`src/rtl/mul_sequencer.sv`:
```
// Sequences a shared unsigned fixed-latency multiplier to implement RV32M MUL/MULH/MULHSU/MULHU,
// with a single-entry product-reuse register for back-to-back requests on identical operands.
module mul_sequencer #(
    parameter int MUL_LATENCY  = 4,
    parameter bit ENABLE_REUSE = 1'b1
) (
    input  logic        clk,
    input  logic        rst,
    input  logic        req,
    input  logic [1:0]  op,
    input  logic [31:0] rs1,
    input  logic [31:0] rs2,
    input  logic        flush,
    output logic        resp,
    output logic [31:0] rdata,
    output logic        busy,
    output logic [31:0] mul_a,
    output logic [31:0] mul_b,
    input  logic [63:0] mul_ans
);

    typedef enum logic [1:0] {IDLE, BUSY, DONE} state_t;

    localparam logic [1:0] MODE_UU = 2'd0;
    localparam logic [1:0] MODE_SS = 2'd1;
    localparam logic [1:0] MODE_SU = 2'd2;

    state_t      state;
    logic [3:0]  cnt;
    logic [31:0] l_rs1, l_rs2;
    logic [1:0]  l_op, l_mode;
    logic        l_neg;
    logic        e_valid;
    logic [31:0] e_rs1, e_rs2;
    logic [1:0]  e_mode;
    logic [63:0] e_prod;

    logic [1:0]  req_mode;
    logic [31:0] abs1, abs2, opa, opb;
    logic        hit;

    function automatic logic negate_of(input logic [1:0] mode, input logic s1, input logic s2);
        case (mode)
            MODE_SS: return s1 ^ s2;
            MODE_SU: return s1;
            default: return 1'b0;
        endcase
    endfunction

    function automatic logic [63:0] correct(input logic [63:0] p, input logic n);
        return n ? (~p + 64'd1) : p;
    endfunction

    function automatic logic [31:0] pick(input logic [63:0] p, input logic [1:0] o);
        return (o == 2'b00) ? p[31:0] : p[63:32];
    endfunction

    always_comb begin
        req_mode = MODE_UU;
        case (op)
            2'b01:   req_mode = MODE_SS;
            2'b10:   req_mode = MODE_SU;
            default: req_mode = MODE_UU;
        endcase
    end

    // 0x80000000 negates to itself, which is the correct unsigned magnitude.
    assign abs1 = rs1[31] ? (~rs1 + 32'd1) : rs1;
    assign abs2 = rs2[31] ? (~rs2 + 32'd1) : rs2;
    assign opa  = (req_mode == MODE_UU) ? rs1 : abs1;
    assign opb  = (req_mode == MODE_SS) ? abs2 : rs2;

    // The corrected low word is the same in every mode, so MUL hits on any stored mode.
    assign hit = ENABLE_REUSE && e_valid && (rs1 == e_rs1) && (rs2 == e_rs2)
                 && ((op == 2'b00) || (req_mode == e_mode));

    always_ff @(posedge clk or negedge rst) begin
        if (!rst) begin
            state   <= IDLE;
            cnt     <= 4'd0;
            resp    <= 1'b0;
            rdata   <= 32'd0;
            busy    <= 1'b0;
            mul_a   <= 32'd0;
            mul_b   <= 32'd0;
            l_rs1   <= 32'd0;
            l_rs2   <= 32'd0;
            l_op    <= 2'd0;
            l_mode  <= MODE_UU;
            l_neg   <= 1'b0;
            e_valid <= 1'b0;
            e_rs1   <= 32'd0;
            e_rs2   <= 32'd0;
            e_mode  <= MODE_UU;
            e_prod  <= 64'd0;
        end else begin
            resp <= 1'b0;
            case (state)
                IDLE: begin
                    if (req && !flush) begin
                        busy <= 1'b1;
                        if (hit) begin
                            state <= DONE;
                            resp  <= 1'b1;
                            rdata <= pick(correct(e_prod, negate_of(e_mode, rs1[31], rs2[31])), op);
                        end else begin
                            state  <= BUSY;
                            cnt    <= 4'(MUL_LATENCY);
                            mul_a  <= opa;
                            mul_b  <= opb;
                            l_rs1  <= rs1;
                            l_rs2  <= rs2;
                            l_op   <= op;
                            l_mode <= req_mode;
                            l_neg  <= negate_of(req_mode, rs1[31], rs2[31]);
                        end
                    end
                end
                BUSY: begin
                    if (flush) begin
                        state <= IDLE;
                        busy  <= 1'b0;
                        cnt   <= 4'd0;
                    end else if (cnt <= 4'd1) begin
                        // Last wait cycle: the multiplier output is valid now.
                        state <= DONE;
                        cnt   <= 4'd0;
                        resp  <= 1'b1;
                        rdata <= pick(correct(mul_ans, l_neg), l_op);
                        if (ENABLE_REUSE) begin
                            e_valid <= 1'b1;
                            e_rs1   <= l_rs1;
                            e_rs2   <= l_rs2;
                            e_mode  <= l_mode;
                            e_prod  <= mul_ans;
                        end
                    end else begin
                        cnt <= cnt - 4'd1;
                    end
                end
                DONE: begin
                    state <= IDLE;
                    busy  <= 1'b0;
                end
                default: begin
                    state <= IDLE;
                    busy  <= 1'b0;
                end
            endcase
        end
    end

endmodule

```
`config.mk`:
```
export PLATFORM = sky130hd
export DESIGN_NAME = mul_sequencer
export DESIGN_NICKNAME = d
export VERILOG_FILES = /design/src/rtl/mul_sequencer.sv
export SDC_FILE = /design/constraint.sdc
export NUM_CORES = 1
export LEC_CHECK = 0
export CAP_MARGIN = 40
export CORE_MARGIN = 4
export CORE_UTILIZATION = 60
export CTS_CLUSTER_DIAMETER = 40
export CTS_CLUSTER_SIZE = 25
export DETAILED_ROUTE_END_ITERATION = 10
export GPL_TIMING_DRIVEN = 0
export PLACE_DENSITY = 0.86
export SLEW_MARGIN = 20
export SYNTH_ARGS = -nofsm -noshare
export SYNTH_HDL_FRONTEND = slang
export SYNTH_SLANG_ARGS = --single-unit
```
`constraint.sdc`:
```
create_clock -name clk -period 9 [get_ports clk]
set_input_delay 0.9 -clock clk [delete_from_list [all_inputs] [get_ports clk]]
set_output_delay 0.9 -clock clk [all_outputs]
set_load 0.02 [all_outputs]
```
==> impl_table.tex <==
\begin{tabular}{lr}
\hline
Metric & Value \\
\hline
\multicolumn{2}{l}{\textbf{CTS}} \\
\quad Resized Gates After CTS & 0 \\
\quad Clk Latency, worst-skew pair & about 560 ps \\
\quad CTS tree & built \\
\quad Post CTS Setup Buffer Count & 0 \\
\quad H-tree levels & 2 \\
\quad Clock tree sinks & 302 \\
\quad Inserted Clock Buffers & 40 \\
\quad Root Buffer & clkbuf\_16 \\
\quad Number of buffers added to fix hold violations after cts & 0 \\
\quad Maximum clock path buffer count & 3 \\
\quad Clock transition at the register clock pins on the worst setup and hold paths after CTS & around 60 ps \\
\multicolumn{2}{l}{\textbf{Layout}} \\
\quad Fraction of final layout cells with drive strength greater than 1 & 0.145 \\
\quad Post-layout net count & 2123 \\
\quad Final core utilization & 0.760 \\
\quad Fill cells & slightly below 2000 \\
\quad Total non-filler cell area in the finished layout & 0.0211 mm\^{}2 \\
\quad Area added between synthesis and finish & 24.7\% \\
\multicolumn{2}{l}{\textbf{Timing}} \\
\quad Period utilization & 0.558 \\
\quad Headroom to the max-slew limit & 0.385 \\
\quad Clock skew after layout & 37.1 ps \\
\quad Hold violation count in the final report & 0 \\
\quad Final period demand of the worst path & 5030 ps \\
\quad Final Setup Violations & 0 \\
\quad Actual transition at the worst max-transition pin & 922 ps \\
\quad Fin worst setup slack & 3970 ps \\
\quad Number of slew-limit violations in the final report & 0 \\
\quad Unrepaired setup endpoints after global routing & false \\
\quad Fmax & 199 MHz \\
\quad Final sum of negative setup slack & 0 ps \\
\multicolumn{2}{l}{\textbf{Drt}} \\
\quad Pre-antenna DRT Iters & 5 \\
\quad Initial DRC count & 1618 \\
\quad Number of vias after detailed routing & 15400 \\
\quad Total detailed-routing wirelength & around 61000 um \\
\quad Post-detailed-route via-to-cell ratio & 6.45 \\
\quad DRC violation count after routing & 0 \\
\quad WL/cell & around 25 um \\
\quad Post-detailed-route count of antenna-violating nets & 0 \\
\multicolumn{2}{l}{\textbf{Synth}} \\
\quad Number of nets produced by synthesis & 1855 \\
\quad Area share of the largest cell type after synthesis & 0.447 \\
\quad Number of warning messages in the yosys log & 0 \\
\quad Share of flip-flops with an asynchronous set or reset after synthesis & 1.00 \\
\quad Prevailing post-synth register cell & dfrtp\_1 \\
\quad Sequential share of the synthesized area & 0.447 \\
\quad Commonest cells post-synth & dfrtp\_1, mux2\_2, nand2\_1 \\
\quad Count of flip-flops with a built-in enable after synthesis & 0 \\
\quad Syn Area/Cell & 9.91 um\^{}2 \\
\quad Cell taking the most area after synthesis & dfrtp\_1 \\
\quad Number of flip-flops and latches in the synthesized netlist & 302 \\
\quad Synthesized netlist cell count & 1708 \\
\quad Top post-synthesis cells by area & dfrtp\_1, mux2\_2, xnor2\_1 \\
\quad Mapped cell area & 0.0169 mm\^{}2 \\
\quad Most frequent cell after synthesis & dfrtp\_1 \\
\quad Count of distinct cell types in the synthesized netlist & 63 \\
\multicolumn{2}{l}{\textbf{Pwr}} \\
\quad Peak ir drop on the vdd network & 0.249 mV \\
\quad Total power divided by cell area & 326 mW/mm\^{}2 \\
\quad Leakage Power & roughly 8.5 nW \\
\quad Overall power consumption & 6.88 mW \\
\multicolumn{2}{l}{\textbf{Critical path}} \\
\quad Maximum fanout along the worst path & 10 \\
\quad Peak per-stage delay on the critical path & 640 ps \\
\quad Kind of cell adding the most delay to the critical path & buffers and inverters \\
\quad CP Capture Type & flip-flop \\
\quad Worst setup SP type & input pin \\
\quad Worst-path cell chain & clkdlybuf4s50\_1, nor2b\_1, a2111o\_1, a2111oi\_0, nand4\_1, or4\_1, nand2b\_1, clkbuf\_1, clkbuf\_1, buf\_2, nand2\_1, o21ai\_0 \\
\quad Most prevalent standard cell on the critical path & clkbuf\_1 \\
\quad Crit Path Class & input pin to flip-flop \\
\quad Data required time at the worst endpoint & around 9500 ps \\
\quad Critical path arrival & 5480 ps \\
\quad WP buf/inv & 4 \\
\quad Standard cell with the maximum stage delay on the critical path & or4\_1 \\
\multicolumn{2}{l}{\textbf{Die}} \\
\quad Rows & between 60 and 70 \\
\quad Core outline area & $\sim$0.028 mm\^{}2 \\
\quad Die ar. & slightly above 0.03 mm\^{}2 \\
\quad Die Wd & 176 um \\
\quad Die height & 176 um \\
\quad Boundary pin count & between 200 and 250 \\
\quad Initial core utilization & 0.609 \\
\multicolumn{2}{l}{\textbf{Flow run}} \\
\quad Max cap viols & 0 \\
\multicolumn{2}{l}{\textbf{GRT}} \\
\quad GRT met1 Usage & 0.473 \\
\quad Via count of the first global-routing pass & 15800 \\
\quad Wire length of the first global-routing pass & 92500 um \\
\quad Number of antenna violations at the first check in global routing & 1 \\
\quad Maximum number of pins on one net before global-route repair & between 100 and 150 \\
\quad Met2 track utilization from global routing & 0.644 \\
\quad Global-route layer with the greatest usage & met2 \\
\quad Global-route met3 utilization & 0.0645 \\
\quad GRT Residual Overflow & 0 \\
\quad Overall global routing resource usage & 0.387 \\
\multicolumn{2}{l}{\textbf{Placement}} \\
\quad DP Wirelength & $\sim$45000 um \\
\quad Instance area at placement & 0.0197 mm\^{}2 \\
\quad Final weighted congestion in routability-driven placement & 1.02 \\
\quad Worst slack, placed & about 3600 ps \\
\quad Buffers on Ports & approximately 220 \\
\multicolumn{2}{l}{\textbf{Run status}} \\
\quad Outcome & finished, final reports clean \\
\multicolumn{2}{l}{\textbf{Min path}} \\
\quad Worst min-delay path class & input pin to asynchronous set/reset pin \\
\hline
\end{tabular}
## where the power goes
| part | switching, mW | total [mW] | internal (mW) |
|---|---|---|---|
| Clock | 0.662 | 1.64 | 0.980 |
| Sequential | 0.501 | 2.47 | 1.97 |
| Combinational | 1.52 | 2.77 | 1.25 |
## sequential cells by signal (all words and copies together) (netlist names)
signal   cells
busy         1
cnt          4
e_mode       2
e_prod      64
e_rs1       32
e_rs2       32
e_valid      1
l_mode       2
l_neg        1
l_op         2
l_rs1       31
l_rs2       31
mul_a       32
mul_b       32
rdata       32
resp         1
state        2
## per-layer routing
| metal | share of wire | routed length (um) |
|---|---|---|
| met1 | 0.36 | 22000 |
| met2 | 0.48 | 29100 |
| met3 | 0.082 | 5000 |
| met4 | 0.076 | 4610 |
| met5 | 0 | 0 |
## through the flow
stage               hold slack (ps)  cells
floorplan                       426   1708
global placement                450   2305
detailed placement              449   2310
CTS                             303   2384
global route                    303   2387
finish                          271   2387
## cell type report
cell class | instances | area, um^2 | share of cell area
Tap cell | 378 | 473 | 0.0224
Sequential cell | 302 | 7560 | 0.358
Clock inverter | 24 | 304 | 0.0144
Antenna cell | 1 | 2.50 | 0.000119
Multi-Input combinational cell | 1258 | 8770 | 0.416
Clock buffer | 50 | 1100 | 0.0521
Buffer | 104 | 424 | 0.0201
Timing Repair Buffer | 226 | 2310 | 0.109
Inverter | 44 | 165 | 0.00783
## worst paths after layout
| check | start | endpoint | slack (ps) | cells after the start |
|---|---|---|---|---|
| max | rs1[26] | mul_b[3] | 3970 | 12 |
| min | rst | e_prod[6] | 270 | 1 |
| max reg2reg | e_rs1[31] | mul_b[3] | 4540 | 10 |
| min reg2reg | rdata[10] | rdata[10] | 480 | 2 |
| max in group asynchronous | rst | l_rs2[3] | 7520 | 3 |
| min in group clk | rdata[10] | rdata[10] | 480 | 2 |
## cell usage in the layout (no fill, tap or decap), types with 4 or more instances in the layout
cell | netlist | final
dfrtp_1 | 302 | 302
clkdlybuf4s50_1 | 0 | 218
mux2_2 | 183 | 183
nand2_1 | 170 | 170
o21ai_0 | 163 | 163
xnor2_1 | 110 | 110
xor2_1 | 105 | 105
clkbuf_1 | 86 | 91
nor2_1 | 77 | 77
a21oi_1 | 67 | 67
inv_1 | 43 | 43
o31ai_1 | 42 | 42
clkbuf_16 | 0 | 41
nor4_1 | 38 | 38
nor3_1 | 34 | 34
or4_1 | 31 | 31
o22ai_1 | 26 | 26
o41ai_1 | 25 | 25
or3_1 | 21 | 21
a31oi_1 | 18 | 18
nor2b_1 | 17 | 17
buf_2 | 15 | 16
nand2b_1 | 14 | 14
ha_1 | 13 | 13
nand4_1 | 10 | 10
or2_2 | 8 | 8
and2_1 | 6 | 6
a211oi_1 | 6 | 6
inv_6 | 0 | 6
a2111oi_0 | 5 | 5
nand3_1 | 5 | 5
o221ai_1 | 5 | 5
clkinvlp_4 | 0 | 5
o211ai_1 | 4 | 4
a22oi_1 | 4 | 4
clkinv_8 | 0 | 4
clkbuf_8 | 0 | 4
clkinv_2 | 0 | 4
## kinds of logic after synthesis
family | count (synthesis) | share of synthesized area
flip-flops | 302 | 0.447
XOR/XNOR | 215 | 0.111
multiplexers | 186 | 0.124
buffers and inverters | 148 | 0.0348
AND/OR/NAND/NOR | 451 | 0.132
adder cells (fa/ha/maj) | 13 | 0.00961
AO/OA/AOI/OAI | 393 | 0.142
(Power assumes the default switching activity.)
